**src/rtl/reset_seq_pkg.sv**
```systemverilog
// Shared types and defaults for the reset release sequencer.
// Latency: none (declarations only).
// Backpressure: not applicable.
package reset_seq_pkg;

  // Sequencer phases, in the order a clean power-up walks through them.
  typedef enum logic [2:0] {
    WAIT_LOCK  = 3'd0,
    GAP        = 3'd1,
    WAIT_READY = 3'd2,
    DONE       = 3'd3,
    FAULT      = 3'd4
  } seq_state_t;

  localparam int DEF_NUM_DOMAINS          = 4;
  localparam int DEF_LOCK_FILTER_CYCLES   = 16;
  localparam int DEF_GAP_CYCLES           = 8;
  localparam int DEF_READY_TIMEOUT_CYCLES = 1024;
  localparam int DEF_REQ_PULSE_CYCLES     = 4;

  // Width of a counter that must hold values 0..limit-1 with one spare bit.
  function automatic int cnt_width(input int limit);
    return $clog2(limit) + 1;
  endfunction

  // Width of an index over count items; never narrower than one bit.
  function automatic int idx_width(input int count);
    return (count > 1) ? $clog2(count) : 1;
  endfunction

endpackage

```
**src/rtl/reset_synchronizer.sv**
```systemverilog
// Two-flop synchronizer with asynchronous clear, for resets or for plain level signals.
// Latency: 2 clk edges from input change to output change; clear acts immediately.
// Backpressure: none; it samples every edge.
module reset_synchronizer #(
  // 1: reset mode, shifts in a constant 1 so the output is a synchronously released reset.
  // 0: data mode, shifts in the sampled level.
  parameter bit RESET_MODE = 1'b0
) (
  input  logic clk,
  input  logic clear_n,
  input  logic sample,
  output logic synced
);

  logic [1:0] chain;
  logic       shift_value;

  assign shift_value = RESET_MODE ? 1'b1 : sample;

  // Two-stage capture; clearing drops both stages at once so assertion is not delayed.
  always_ff @(posedge clk or negedge clear_n) begin
    if (!clear_n) begin
      chain <= 2'b00;
    end else begin
      chain <= {chain[0], shift_value};
    end
  end

  assign synced = chain[1];

endmodule

```
**src/rtl/reset_release_sequencer.sv**
```systemverilog
// Releases NUM_DOMAINS reset domains in index order once the PLL lock has been qualified.
// Latency: first release LOCK_FILTER_CYCLES+GAP_CYCLES edges after lock is seen past its 2-flop sync.
// Backpressure: each release waits for that domain's ready; lock loss restarts, a missing ready faults.
module reset_release_sequencer
  import reset_seq_pkg::*;
#(
  parameter int NUM_DOMAINS          = DEF_NUM_DOMAINS,
  parameter int LOCK_FILTER_CYCLES   = DEF_LOCK_FILTER_CYCLES,
  parameter int GAP_CYCLES           = DEF_GAP_CYCLES,
  parameter int READY_TIMEOUT_CYCLES = DEF_READY_TIMEOUT_CYCLES,
  parameter int REQ_PULSE_CYCLES     = DEF_REQ_PULSE_CYCLES
) (
  input  logic                                 clk,
  input  logic                                 resetn,
  input  logic                                 pll_locked,
  input  logic [NUM_DOMAINS-1:0]               domain_ready,
  output logic [NUM_DOMAINS-1:0]               domain_resetn,
  output logic                                 all_released,
  output logic                                 seq_error,
  output logic                                 reset_req_n,
  output logic [idx_width(NUM_DOMAINS)-1:0]    cur_domain
);

  localparam int IDX_W  = idx_width(NUM_DOMAINS);
  localparam int LOCK_W = cnt_width(LOCK_FILTER_CYCLES);
  localparam int GAP_W  = cnt_width(GAP_CYCLES);
  localparam int TMO_W  = cnt_width(READY_TIMEOUT_CYCLES);
  localparam int REQ_W  = cnt_width(REQ_PULSE_CYCLES);

  // Terminal counts: each counter is compared against its last value and the state
  // exits on that edge, so no counter ever needs to wrap or saturate.
  localparam logic [LOCK_W-1:0] LOCK_LAST = LOCK_W'(LOCK_FILTER_CYCLES - 1);
  localparam logic [GAP_W-1:0]  GAP_LAST  = GAP_W'(GAP_CYCLES - 1);
  localparam logic [TMO_W-1:0]  TMO_LAST  = TMO_W'(READY_TIMEOUT_CYCLES - 1);
  localparam logic [REQ_W-1:0]  REQ_LAST  = REQ_W'(REQ_PULSE_CYCLES - 1);
  localparam logic [IDX_W-1:0]  IDX_LAST  = IDX_W'(NUM_DOMAINS - 1);

  logic                   rst_n;
  logic                   lock_s;
  logic [NUM_DOMAINS-1:0] rdy_s;

  seq_state_t             state;
  logic [LOCK_W-1:0]      lock_cnt;
  logic [GAP_W-1:0]       gap_cnt;
  logic [TMO_W-1:0]       tmo_cnt;
  logic [REQ_W-1:0]       req_cnt;
  logic                   lock_lost;

  // Internal reset: asserted with resetn, released two edges after it.
  reset_synchronizer #(.RESET_MODE(1'b1)) u_rst_sync (
    .clk     (clk),
    .clear_n (resetn),
    .sample  (1'b1),
    .synced  (rst_n)
  );

  // Lock and ready inputs are cleared by the raw reset so they already carry
  // valid samples by the time rst_n releases the sequencer.
  reset_synchronizer #(.RESET_MODE(1'b0)) u_lock_sync (
    .clk     (clk),
    .clear_n (resetn),
    .sample  (pll_locked),
    .synced  (lock_s)
  );

  for (genvar k = 0; k < NUM_DOMAINS; k++) begin : g_rdy_sync
    reset_synchronizer #(.RESET_MODE(1'b0)) u_rdy_sync (
      .clk     (clk),
      .clear_n (resetn),
      .sample  (domain_ready[k]),
      .synced  (rdy_s[k])
    );
  end

  // Lock loss only matters once sequencing has begun and before a fault latches.
  assign lock_lost = !lock_s && ((state == GAP) || (state == WAIT_READY) || (state == DONE));

  // Sequencer FSM; all outputs are registered here, and the async clear on rst_n
  // is what pulls every domain back into reset without waiting for a clock.
  always_ff @(posedge clk or negedge rst_n) begin
    if (!rst_n) begin
      state         <= WAIT_LOCK;
      lock_cnt      <= '0;
      gap_cnt       <= '0;
      tmo_cnt       <= '0;
      req_cnt       <= '0;
      domain_resetn <= '0;
      all_released  <= 1'b0;
      seq_error     <= 1'b0;
      reset_req_n   <= 1'b1;
      cur_domain    <= '0;
    end else if (lock_lost) begin
      // Checked ahead of ready and timeout so a lost clock always wins the edge.
      state         <= WAIT_LOCK;
      lock_cnt      <= '0;
      domain_resetn <= '0;
      all_released  <= 1'b0;
      cur_domain    <= '0;
    end else begin
      case (state)
        WAIT_LOCK: begin
          if (!lock_s) begin
            lock_cnt <= '0;
          end else if (lock_cnt == LOCK_LAST) begin
            lock_cnt   <= '0;
            gap_cnt    <= '0;
            cur_domain <= '0;
            state      <= GAP;
          end else begin
            lock_cnt <= lock_cnt + 1'b1;
          end
        end

        GAP: begin
          if (gap_cnt == GAP_LAST) begin
            domain_resetn[cur_domain] <= 1'b1;
            tmo_cnt                   <= '0;
            state                     <= WAIT_READY;
          end else begin
            gap_cnt <= gap_cnt + 1'b1;
          end
        end

        WAIT_READY: begin
          // Ready is tested before the timeout so a late-but-in-time ready still counts.
          if (rdy_s[cur_domain]) begin
            if (cur_domain == IDX_LAST) begin
              all_released <= 1'b1;
              state        <= DONE;
            end else begin
              cur_domain <= cur_domain + 1'b1;
              gap_cnt    <= '0;
              state      <= GAP;
            end
          end else if (tmo_cnt == TMO_LAST) begin
            domain_resetn <= '0;
            all_released  <= 1'b0;
            seq_error     <= 1'b1;
            reset_req_n   <= 1'b0;
            req_cnt       <= '0;
            state         <= FAULT;
          end else begin
            tmo_cnt <= tmo_cnt + 1'b1;
          end
        end

        DONE: begin
          // Everything stays released; per-domain ready drops are deliberately ignored.
          state <= DONE;
        end

        FAULT: begin
          // Hold the upstream request low for the pulse length, then stay parked here.
          if (!reset_req_n) begin
            if (req_cnt == REQ_LAST) begin
              reset_req_n <= 1'b1;
            end else begin
              req_cnt <= req_cnt + 1'b1;
            end
          end
        end

        default: begin
          state         <= WAIT_LOCK;
          lock_cnt      <= '0;
          domain_resetn <= '0;
          all_released  <= 1'b0;
          cur_domain    <= '0;
        end
      endcase
    end
  end

endmodule

```
**config.mk**
```make
export PLATFORM = sky130hd
export DESIGN_NAME = reset_release_sequencer
export DESIGN_NICKNAME = d
export VERILOG_FILES = /design/src/rtl/reset_seq_pkg.sv /design/src/rtl/reset_synchronizer.sv /design/src/rtl/reset_release_sequencer.sv
export SDC_FILE = /design/constraint.sdc
export NUM_CORES = 1
export LEC_CHECK = 0
export ABC_CLOCK_PERIOD_IN_PS = 3060
export BUFFER_PORTS_ARGS = -buffer_cell sky130_fd_sc_hd__buf_4
export CAP_MARGIN = 5
export CORE_MARGIN = 2
export CORE_UTILIZATION = 67
export CTS_BUF_LIST = sky130_fd_sc_hd__clkbuf_2
export CTS_CLUSTER_DIAMETER = 80
export DETAILED_ROUTE_END_ITERATION = 7
export PLACE_DENSITY = 0.87
export SYNTH_ARGS = -nofsm -noshare
export SYNTH_HDL_FRONTEND = slang
export SYNTH_SLANG_ARGS = --single-unit
```
**constraint.sdc**
```tcl
create_clock -name clk -period 3.06 [get_ports clk]
set_input_delay 0.306 -clock clk [delete_from_list [all_inputs] [get_ports clk]]
set_output_delay 0.306 -clock clk [all_outputs]
set_load 0.005 [all_outputs]
```
# After elaboration in Yosys (flattened, before gate mapping)
# Cells that the tools add are included.
dict set report classes {
  add_sub_neg 5
  mul 0
  div_mod_pow 0
  order_cmp 2
  n_eq_ne 34
  shift 0
  mux 51
  bitwise_logic 3
  n_reduce_logical 22
}
# operator count
set ops {}
lappend ops {{$mux 4} 9}
lappend ops {{$mux 11} 3}
lappend ops {{$mux 3} 10}
lappend ops {{$pmux 4 s3} 2}
lappend ops {{$pmux 11 s2} 1}
lappend ops {{$ne 2x1->1 const B} 8}
lappend ops {{$ne 2x2->1 const B} 8}
lappend ops {{$mux 5} 3}
lappend ops {{$pmux 3 s5} 1}
lappend ops {{$reduce_and 5->1} 3}
lappend ops {{$mux 2} 6}
lappend ops {{$ne 3x2->1 const B} 4}
lappend ops {{$reduce_and 4->1} 3}
lappend ops {{$add 11x1->11 const B} 1}
lappend ops {{$eq 11x10->1 const B} 1}
lappend ops {{$pmux 5 s2} 1}
lappend ops {{$eq 3x2->1 const B} 3}
lappend ops {{$mux 1} 9}
lappend ops {{$ne 3x3->1 const B} 3}
lappend ops {{$reduce_or 4->1} 2}
lappend ops {{$reduce_and 7->1} 1}
lappend ops {{$pmux 2 s3} 1}
lappend ops {{$pmux 3 s2} 1}
lappend ops {{$reduce_and 6->1} 1}
lappend ops {{other kinds (26)} 32}
dict set report totals {
  register_bits 47
  latch_bits 0
  ram_bits 0
  mem_bits_ro 0
  input_bits 7
  output_inout_bits 9
  word_cells 133
  memories 0
}

# Logic depth before layout (Yosys ltp)
# Gate-level depths: netlist of run 1.
dict set report depth {
  word_depth 8
  ltp_mapped 6
  mapped_depth_nobuf 6
}

# Modules after synthesis
# Synthesis of run 1 repeated with hierarchy kept, for this count alone.
dict set report unflattened {
  hier_cells 240
  hier_area_um2 2489.9
}
# mod n_inst cells_per_inst area_each_um2 seq_area_each_um2
set modules_own_cells {}
lappend modules_own_cells {reset_release_sequencer 1 227 2185.8 877.1}
lappend modules_own_cells {{reset_synchronizer (g_rdy_sync[0].u_rdy_sync ...)} 5 2 50.0 50.0}
lappend modules_own_cells {{reset_synchronizer (u_rst_sync)} 1 3 53.8 50.0}

# Worst setup path after synthesis of run 1
# OpenSTA, ideal clock, no wires.
dict set report synth_timing {
  kind {register to register}
  startpoint {reg cur_domain[0]}
  endpoint {reg tmo_cnt[5]}
  setup_time_ns 0.070
  arrival_time_ns 1.982
  t_required_ns 2.990
  setup_slack_ns 1.008
  path_stages_with_launch 7
  n_path_buf 2
  synth_period_minus_slack_ns 2.052
  cell_sequence {dfrtp_1 mux4_2 buf_6 a31o_1 buf_6 or4_1 nand3_1}
}
dict set report synth_between {
  elab_chain_cells 4
}
# element line
set synth_lines {}
lappend synth_lines {{start: declaration} reset_release_sequencer.sv:21} ;# output logic [idx_width(NUM_DOMAINS)-1:0] cur_domain
lappend synth_lines {{start signal: assignment} reset_release_sequencer.sv:131} ;# cur_domain <= cur_domain + 1'b1;
lappend synth_lines {{$bmux 1 s2} reset_release_sequencer.sv:126} ;# if (rdy_s[cur_domain]) begin
lappend synth_lines {{$mux 1 (implied by the code)} reset_release_sequencer.sv:126}
lappend synth_lines {{$ne 2x2->1 (no line)} n/a}
lappend synth_lines {{$reduce_and 5->1 (no line)} n/a}
lappend synth_lines {{end signal: assignment} reset_release_sequencer.sv:143} ;# tmo_cnt <= tmo_cnt + 1'b1;
lappend synth_lines {{end: declaration} reset_release_sequencer.sv:45} ;# logic [TMO_W-1:0] tmo_cnt;
# No other way between the ends. The select of a mux whose other input is x is not followed.
# A chain may end at the register's enable or synchronous reset.

# Final worst setup path of run 1
dict set report layout_timing {
  startpoint {reg cur_domain[0]}
  endpoint {reg domain_resetn[0]}
}
dict set report layout_between {
  elab_chain_cells 8
  elab_cells_between_ends 13
  cone_classes {order compare: 2; eq/ne: 1; mux: 7; bitwise: 1; reduce/logical: 2}
}
# element line
set layout_lines {}
lappend layout_lines {{$lt 2x3->1 (implied by the code) or $ge 2x1->1 (tied branches)} reset_release_sequencer.sv:116} ;# domain_resetn[cur_domain] <= 1'b1;
lappend layout_lines {{$logic_and 1x1->1 (implied by the code)} reset_release_sequencer.sv:116}
lappend layout_lines {{$mux 1 (implied by the code)} reset_release_sequencer.sv:116}
lappend layout_lines {{$demux 1 s2} reset_release_sequencer.sv:116}
lappend layout_lines {{$or 4x4->4 (no line)} n/a}
lappend layout_lines {{$mux 4} reset_release_sequencer.sv:115} ;# if (gap_cnt == GAP_LAST) begin
lappend layout_lines {{$pmux 4 s3} reset_release_sequencer.sv:100} ;# case (state)
lappend layout_lines {{$mux 4} reset_release_sequencer.sv:92} ;# end else if (lock_lost) begin
lappend layout_lines {{end signal: assignment} reset_release_sequencer.sv:87} ;# domain_resetn <= '0;
lappend layout_lines {{end signal: assignment} reset_release_sequencer.sv:96} ;# domain_resetn <= '0;
lappend layout_lines {{end signal: indexed assignment} reset_release_sequencer.sv:116}
lappend layout_lines {{end: declaration} reset_release_sequencer.sv:17} ;# output logic [NUM_DOMAINS-1:0] domain_resetn,
# Parallel ways exist; a longest one is shown, timed or not. The select of a mux whose other input is x is not followed.

==> reports/metrics.cfg, run 1 <==
[sta]
rsz0062_at_grt = no
fmax_mhz = 458
hold_viol_final = 0
worst_pin_slew_ns = 0.936
fin_setup_tns_ns = 0
min_period_ns = 2.18
skew_ns = 0.0205
drv_slew = 0
setup_viol = 0
slew_headroom = 0.376
finalCritPeriodShare = 0.713

[yosys]
avgSynthCellArea_um2 = 10.2
synth_nets = 250
ys_ff_latch = 47
ys.flop_type = dfrtp_1
synth_cell_types = 52
synth_cells = 234
synth-edff-count = 0
yosys_warnings = 0
ys_seq_area_frac = 0.492
ys_async_sr_fraction = 1.00
synthesis.area_mm2 = 0.00239

[critical_path]
critPathRequiredTime_ns = 3.36
slowest_stage = o32ai_1
r2r_cells = 3
critPathBufInv = 0
timing.rr.end = domain_resetn[0]
critPathKind = reg2reg
crit_chain = mux4_2 -> o32ai_1 -> a21oi_1
critPathMaxFanout = 11
arrival_ns = 2.48
regToRegSetupSlack_ns = 0.88
cp_slowest_stage_delay_ns = 0.76
r2r_start = cur_domain[0]
critPathTopFamily = compound AO/OA/AOI/OAI gates
start_kind = flop
crit_path_end_kind = flop

[die]
fp.dieH_um = 63.8
start_util = 0.706
die-area_mm2 = 0.00406
die_w_um = 63.8
fp.coreArea_mm2 = 0.00339
ios = 16
rows = 21

[clocking]
cts_tree = built
numCtsBuffers = 5
clk_pin_slew_ns = 0.23
h-tree-depth = 2
clock_latency_ns = 0.44
clockBufferDepth = 2
ctsRootBufferMaster = clkbuf_2
post_cts_buffers = 0
cts_sinks = 47

[grt]
grt_pass1_wl_um = 8880
grt_usage = 0.285
grt.overflow.total = 0
antenna_found_initial = 0
grt_max_degree = 25
grt_pass1_vias = 1830

[layout]
drive_gt1_frac = 0.129
diodes = 0
mostFrequentLayoutCells = dfrtp_1, nand2_1, buf_4
utilization = 0.780
final_nets = 271
areaGrowthSynthToFinish_pct = 10.5
layout_commonest_cell = dfrtp_1
fillers = 219

[routing]
wl_per_cell_um = 17.1
vias = 1960
drt_iter0_drc = 137
viasPerCell = 6.49
final_antenna_net_count = 0
routed_wl_um = 5180
drc = 0
first_pass_iters = 5

[run_status]
status = complete, no violations

[place]
hpwlAfterDp_um = 3710
gp_congestion = 0.870
io_buffer_count = 15

[hold_path]
hold_path.class = in2async

[run]
maxCapViolations = 0

[power_and_ir_drop]
cellLeakagePower_nw = 1.12
p_per_area_mw_per_mm2 = 352
ir_drop_v = 0.000364

-- state kept, by name, indices dropped and copies added, names as in the netlist, 3 cells and up --
signal and cells:
gap_cnt 4, domain_resetn 4, lock_cnt 5, req_cnt 3, tmo_cnt 11, state 3
g_rdy_sync.u_rdy_sync.chain 8
-- layout make-up --
| type | instances | area (µm²) | share of cell area |
|---|---|---|---|
| clock buffers | 5 | 25.0 | 0.00947 |
| clock inverters | 3 | 23.8 | 0.00900 |
| inverters | 9 | 33.8 | 0.0128 |
| multi-input cells | 167 | 1120 | 0.425 |
| flip-flops and latches | 47 | 1180 | 0.446 |
| well taps | 46 | 57.6 | 0.0218 |
| repair buffers | 25 | 203 | 0.0767 |
-- metal layers --
| metal | global-route usage | wire (µm) | up-vias |
|---|---|---|---|
| li1 | - | - | 940 |
| met4 | 0.136 | 133 | 0 |
| met2 | 0.422 | 2360 | 86 |
| met1 | 0.400 | 2340 | 918 |
| met5 | 0 | 0 | - |
| met3 | 0.0634 | 337 | 16 |
-- per-stage QoR --
stage | area (µm²) | hold slack [ns] | setup slack (ns) | power [W] | std cells
floorplan | 2390 | 0.0104 | 1.01 | 0.000657 | 234
global placement | 2530 | 0.143 | 0.986 | 0.000667 | 288
detailed placement | 2530 | 0.150 | 0.928 | 0.000669 | 288
CTS | 2640 | 0.170 | 0.894 | 0.000940 | 302
global route | 2640 | 0.157 | 0.726 | 0.000966 | 302
finish | 2640 | 0.197 | 0.878 | 0.000930 | 302
-- worst register-to-register path, stage by stage, from the launching register on --
cell	delay (ns)
dfrtp_1	0.53
mux4_2	0.65
o32ai_1	0.76
a21oi_1	0.11
-- report_power, final --
| part | internal, W | switching, W | total, W | leakage, nW |
|---|---|---|---|---|
| clock network | 0.0000585 | 0.000208 | 0.000267 | 0.0256 |
| logic | 0.0000126 | 0.0000122 | 0.0000248 | 0.486 |
| registers | 0.000630 | 0.00000835 | 0.000639 | 0.605 |
| total | 0.000701 | 0.000229 | 0.000930 | 1.12 |
-- worst max path at each step --
| stage | startpoint | to | slack (ns) | cells after the start |
|---|---|---|---|---|
| after floorplan | cur_domain[0] | tmo_cnt[5] | 1.01 | 6 |
| after global placement | cur_domain[0] | tmo_cnt[9] | 0.99 | 4 |
| after detailed placement | cur_domain[0] | req_cnt[2] | 0.93 | 4 |
| after CTS | cur_domain[0] | tmo_cnt[9] | 0.89 | 4 |
| after global routing | cur_domain[0] | tmo_cnt[9] | 0.73 | 4 |
| final | cur_domain[0] | domain_resetn[0] | 0.88 | 3 |
-- Yosys cell counts (2+ instances only) --
cell type	count	area [µm²]
dfrtp_1	46	1150
nand3_1	17	85.1
a21oi_1	13	65.1
and4b_1	3	30.0
nand2b_1	4	25.0
o31ai_1	7	52.6
a21o_1	2	15.0
nand4_1	7	43.8
o21a_1	2	15.0
mux2i_1	2	20.0
and2_1	4	25.0
nor3_1	2	10.0
nor2b_1	3	18.8
a41oi_1	3	26.3
a31oi_1	7	43.8
o22ai_1	3	18.8
and4_1	2	17.5
a21boi_0	2	15.0
buf_6	2	22.5
clkbuf_1	7	26.3
and3_1	3	18.8
o211ai_1	4	30.0
nand2_1	20	75.1
or4_1	4	30.0
o21ai_0	10	50.1
o311ai_0	4	35.0
ha_1	9	113
inv_1	9	33.8
mux2_2	2	22.5
o41ai_1	2	17.5
buf_2	2	10.0
nor2_1	7	26.3
-- cell families after synthesis --
family / share of synthesized area
AND/OR/NAND/NOR: 0.191
AO/OA/AOI/OAI: 0.202
flip-flops: 0.492
buffers and inverters: 0.0387
adder cells (fa/ha/maj): 0.0471
multiplexers: 0.0272
other: 0.00157
-- timing repair --
| action | in CTS | in global routing |
|---|---|---|
| endpoints found under the hold margin | 17 | 0 |
| resized for setup | 0 | 0 |
| hold buffers | 6 | 0 |
(Power assumes the default switching activity.)
==> run 2, diff against run 1 <==
--- a/config.mk
+++ b/config.mk
@@ -5,15 +5,15 @@
 export SDC_FILE = /design/constraint.sdc
 export NUM_CORES = 1
 export LEC_CHECK = 0
-export ABC_CLOCK_PERIOD_IN_PS = 3060
+export ABC_CLOCK_PERIOD_IN_PS = 2000
 export BUFFER_PORTS_ARGS = -buffer_cell sky130_fd_sc_hd__buf_4
 export CAP_MARGIN = 5
 export CORE_MARGIN = 2
-export CORE_UTILIZATION = 67
+export CORE_UTILIZATION = 56
 export CTS_BUF_LIST = sky130_fd_sc_hd__clkbuf_2
 export CTS_CLUSTER_DIAMETER = 80
 export DETAILED_ROUTE_END_ITERATION = 7
-export PLACE_DENSITY = 0.87
+export PLACE_DENSITY = 0.78
 export SYNTH_ARGS = -nofsm -noshare
 export SYNTH_HDL_FRONTEND = slang
 export SYNTH_SLANG_ARGS = --single-unit
==> constraint.sdc (replaced) <==
create_clock -name clk -period 2 [get_ports clk]
set_input_delay 0.2 -clock clk [delete_from_list [all_inputs] [get_ports clk]]
set_output_delay 0.2 -clock clk [all_outputs]
set_load 0.005 [all_outputs]
==> run 2 against run 1 <==
Sequential power rose by 52%. Die area is 18% higher. Combinational power up 89%. Clock power is 100% higher. Count of clock-buffer cells in the layout unchanged. Critical endpoint is now tmo_cnt[9]. Non-clock buffer count rose by 19. Core utilization fell by 7.8 points. Clock skew fell by 0.0038 ns. Routed wire length increased by 2.5%.
==> reports/metrics.cfg, run 2 (synthesis results as in run 1) <==
[critical_path]
start_kind = flop
arrival_ns = 2.37
r2r_start = tmo_cnt[0]
r2r_cells = 5
crit_chain = ha_1 -> and4b_1 -> a31o_2 -> or4_1 -> nand3_1
critPathRequiredTime_ns = 2.41
cp_slowest_stage_delay_ns = 0.52
regToRegSetupSlack_ns = 0.04
critPathMaxFanout = 11
slowest_stage = or4_1
timing.rr.end = tmo_cnt[9]
critPathKind = reg2reg
crit_path_end_kind = flop

[power_and_ir_drop]
ir_drop_v = 0.000411
cellLeakagePower_nw = 1.24
p_per_area_mw_per_mm2 = 548

[grt]
grt_usage = 0.236
grt_pass1_wl_um = 9110
grt_max_degree = 25
grt_pass1_vias = 1976
grt.overflow.total = 0
antenna_found_initial = 0

[layout]
diodes = 0
largest-register = tmo_cnt
fillers = 322
mostFrequentLayoutCells = dfrtp_1, buf_4, nand2_1
layout_commonest_cell = dfrtp_1
final_nets = 290
seq_area_mm2 = 0.00118
multiInputGateArea_mm2 = 0.00114
largestRegisters = tmo_cnt (11), g_rdy_sync.u_rdy_sync.chain (8), lock_cnt (5)
drive_gt1_frac = 0.207
largest_reg_flops = 11
utilization = 0.701
areaGrowthSynthToFinish_pct = 18.9

[hold_path]
hold_path.class = in2async

[die]
fp.coreArea_mm2 = 0.00406
start_util = 0.590
fp.dieH_um = 69.4
die-area_mm2 = 0.00481
rows = 23
ios = 16
die_w_um = 69.4

[sta]
drv_slew = 0
worst_pin_slew_ns = 0.714
fmax_mhz = 511
min_period_ns = 1.96
slew_headroom = 0.520
hold_viol_final = 0
skew_ns = 0.0167
fin_setup_tns_ns = 0
finalCritPeriodShare = 0.978
rsz0062_at_grt = no
setup_viol = 0

[routing]
top_layer_used = met4
drc = 0
final_antenna_net_count = 0
vias = 2022
routed_wl_um = 5310
wl_per_cell_um = 16.3
wl_met1_um = 2390
wl_met2_um = 2570
wl_met3_um = 286
drt_iter0_drc = 232
viasPerCell = 6.22
first_pass_iters = 4

[clocking]
cts_tree = built
clk_pin_slew_ns = 0.25
h-tree-depth = 2
ctsRootBufferMaster = clkbuf_2
post_cts_buffers = 0
cts_sinks = 47
clock_latency_ns = 0.44
numCtsBuffers = 5
clockBufferDepth = 2

[place]
hpwlAfterDp_um = 3890
gp_congestion = 0.934
io_buffer_count = 15

[run_status]
status = complete, no violations

[run]
maxCapViolations = 0

[run 2: critical path: cells and delay by family, from the launching register on]
| kind | cells | cell delay [ns] |
|---|---|---|
| AO/OA/AOI/OAI | 1 | 0.34 |
| AND/OR/NAND/NOR | 3 | 0.88 |
| flip-flops | 1 | 0.44 |
| adder cells (fa/ha/maj) | 1 | 0.25 |
[run 2: where the power goes]
group	leakage, nW	internal, W	switching [W]	total (W)
combinational	0.589	0.0000234	0.0000233	0.0000468
sequential	0.603	0.000964	0.00000829	0.000973
clock	0.0436	0.000218	0.000322	0.000540
[run 2: worst max-delay path by stage]
stage	startpoint	endpoint	depth (start not counted)	slack, ns
after floorplan	cur_domain[0]	tmo_cnt[5]	6	0.01
after global placement	gap_cnt[0]	gap_cnt[1]	5	0.11
after detailed placement	gap_cnt[0]	gap_cnt[1]	5	0.05
after CTS	gap_cnt[0]	gap_cnt[1]	5	0.03
after global routing	tmo_cnt[0]	tmo_cnt[9]	5	0.001
final	tmo_cnt[0]	tmo_cnt[9]	5	0.04
[run 2: per-stage QoR]
stage                     instances  power (W)  hold slack (ns)  cell area (µm²)  worst slack (ns)
after floorplan                 234    0.00101          -0.0956             2390            0.0143
after global placement          311    0.00103           0.0391             2700             0.115
after detailed placement        311    0.00103           0.0419             2700            0.0544
after CTS                       325    0.00158           0.0719             2830            0.0285
after global routing            325    0.00162           0.0759             2850           0.00125
final                           325    0.00156            0.105             2850            0.0435
[run 2: what timing repair did]
item	in CTS	in global routing
endpoints found under the hold margin	17	0
resized for setup	0	6
endpoints found under the setup margin	0	7
hold buffers	6	0
[run 2: area by class of cell]
cell class,instances,share of cell area
inverter,9,0.0119
timing repair buffer,44,0.126
tap,50,0.0220
sequential,47,0.414
multi-input combinational,167,0.401
clock buffer,5,0.00880
clock inverter,3,0.0167
[run 2: layer usage]
layer,GRT usage,up-vias
met5,0,-
met4,0.0741,0
met3,0.0552,8
met2,0.385,65
met1,0.313,979
li1,-,970
==> run 3, diff against run 2 <==
--- a/config.mk
+++ b/config.mk
@@ -13,7 +13,8 @@
 export CTS_BUF_LIST = sky130_fd_sc_hd__clkbuf_2
 export CTS_CLUSTER_DIAMETER = 80
 export DETAILED_ROUTE_END_ITERATION = 7
-export PLACE_DENSITY = 0.78
+export PLACE_DENSITY = 0.77
 export SYNTH_ARGS = -nofsm -noshare
 export SYNTH_HDL_FRONTEND = slang
+export SYNTH_HIERARCHICAL = 1
 export SYNTH_SLANG_ARGS = --single-unit
==> run 3 against run 2 <==
Synthesized area increased by 3.9%. Total power increased by 1.6%. Non-clock buffer count decreased by 4. Via count increased by 2.8%. Cell area increased by 2.6%. Clock skew increased by 0.0072 ns. First-iteration DRC count decreased by 30%. Critical path type unchanged. Largest cell class is now multi-input gates.
==> reports/metrics.cfg, run 3 <==
[layout]
largestRegisters = tmo_cnt (11), g_rdy_sync.u_rdy_sync/chain (8), lock_cnt (5)
areaGrowthSynthToFinish_pct = 17.4
diodes = 0
drive_gt1_frac = 0.235
finish.instance_area_mm2 = 0.00292
largest_reg_flops = 11
largest-register = tmo_cnt
final_nets = 292
layout_commonest_cell = dfrtp_1
mostFrequentLayoutCells = dfrtp_1, buf_4, nand2_1

[place]
gp_congestion = 0.883
hpwlAfterDp_um = 3880
dpl_cell_area_mm2 = 0.00275
place_ws_ns = 0.0553
io_buffer_count = 15

[critical_path]
critPathKind = reg2reg
critPathMaxFanout = 7
crit_chain = mux4_2 -> o211ai_2 -> a21bo_2 -> o2bb2a_4
crit_path_end_kind = flop
arrival_ns = 2.28
critPathBufInv = 0
cp_slowest_stage_delay_ns = 0.62
critPathRequiredTime_ns = 2.37
critPathTopFamily = compound AO/OA/AOI/OAI gates
start_kind = flop
slowest_stage = mux4_2

[routing]
drc = 0
viasPerCell = 6.32
drt_iter0_drc = 162
vias = 2078
first_pass_iters = 4
routed_wl_um = 5350
wl_per_cell_um = 16.3
final_antenna_net_count = 0

[sta]
hold_ws_ns = 0.0733
skew_ns = 0.0239
drv_slew = 0
rsz0062_at_grt = no
setup_ws_ns = 0.0962
fmax_mhz = 525
fin_setup_tns_ns = 0
hold_viol_final = 0
setup_viol = 0
finalCritPeriodShare = 0.952
min_period_ns = 1.90

[yosys]
synth_cells = 239
synth_nets = 255
synthesis.area_mm2 = 0.00249
yosys_warnings = 6
avgSynthCellArea_um2 = 10.4

[die]
fp.dieH_um = 70.6
start_util = 0.575
rows = 24
ios = 16
fp.coreArea_mm2 = 0.00432
die-area_mm2 = 0.00499
die_w_um = 70.6

[grt]
grt_usage = 0.234
grt_max_degree = 36
grt_pass1_vias = 1949
grt.overflow.total = 0
grt_pass1_wl_um = 9220
antenna_found_initial = 0

[clocking]
ctsRootBufferMaster = clkbuf_2
clockBufferDepth = 2
clock_latency_ns = 0.44
cts_sinks = 47
cts_tree = built
h-tree-depth = 2
numCtsBuffers = 5
clk_pin_slew_ns = 0.24

[run]
maxCapViolations = 0

[power_and_ir_drop]
cellLeakagePower_nw = 1.32
ir_drop_v = 0.000469
finalPower_w = 0.00158
p_per_area_mw_per_mm2 = 543

[hold_path]
hold_path.class = in2async

[run_status]
status = complete, no violations

==> run 3: worst paths after layout <==
check,cells past startpoint,startpoint,to,slack (ns)
worst max-delay path,4,cur_domain[0],all_released,0.1
worst min-delay path,2,resetn,u_lock_sync/chain[0],0.07
worst max register to register,4,cur_domain[0],all_released,0.1
worst min register to register,1,u_rst_sync/chain[1],cur_domain[0],0.29
max in group asynchronous,1,u_rst_sync/chain[1],reset_req_n,1.36
min in group clk,2,domain_ready[2],g_rdy_sync[2].u_rdy_sync/chain[0],0.38
==> run 3: per-layer routing <==
| metal | up-vias | GRT usage | wire [µm] | share of wire |
|---|---|---|---|---|
| met5 | - | 0 | 0 | 0 |
| met3 | 9 | 0.0427 | 223 | 0.042 |
| li1 | 984 | - | - | - |
| met2 | 49 | 0.387 | 2650 | 0.50 |
| met4 | 0 | 0.0881 | 97 | 0.018 |
| met1 | 1036 | 0.310 | 2380 | 0.44 |
==> run 3: final cells by class <==
type / instances / area [µm²]
fillers: 335 / 1410
multi-input cells: 169 / 1240
flip-flops and latches: 47 / 1180
repair buffers: 40 / 315
well taps: 52 / 65.1
inverters: 13 / 48.8
clock inverters: 3 / 43.8
clock buffers: 5 / 25.0
==> run 3: timing repair <==
item,4_1_cts,5_1_grt
endpoints found under the setup margin,0,13
buffers inserted,0,2
resized for setup,0,7
hold endpoints to repair,17,0
hold buffers,6,0
==> run 3: per-stage QoR <==
| stage | utilization | cells |
|---|---|---|
| finish | 0.675 | 329 |
| global route | 0.675 | 329 |
| CTS | 0.665 | 327 |
| detailed placement | 0.635 | 313 |
| global placement | 0.635 | 313 |
| floorplan | - | 239 |
==> run 3: where the power goes <==
group	switching, W	total (W)	internal (W)
combinational	0.0000419	0.0000764	0.0000345
clock	0.000314	0.000526	0.000211
sequential	0.0000122	0.000983	0.000970
total	0.000368	0.00158	0.00122
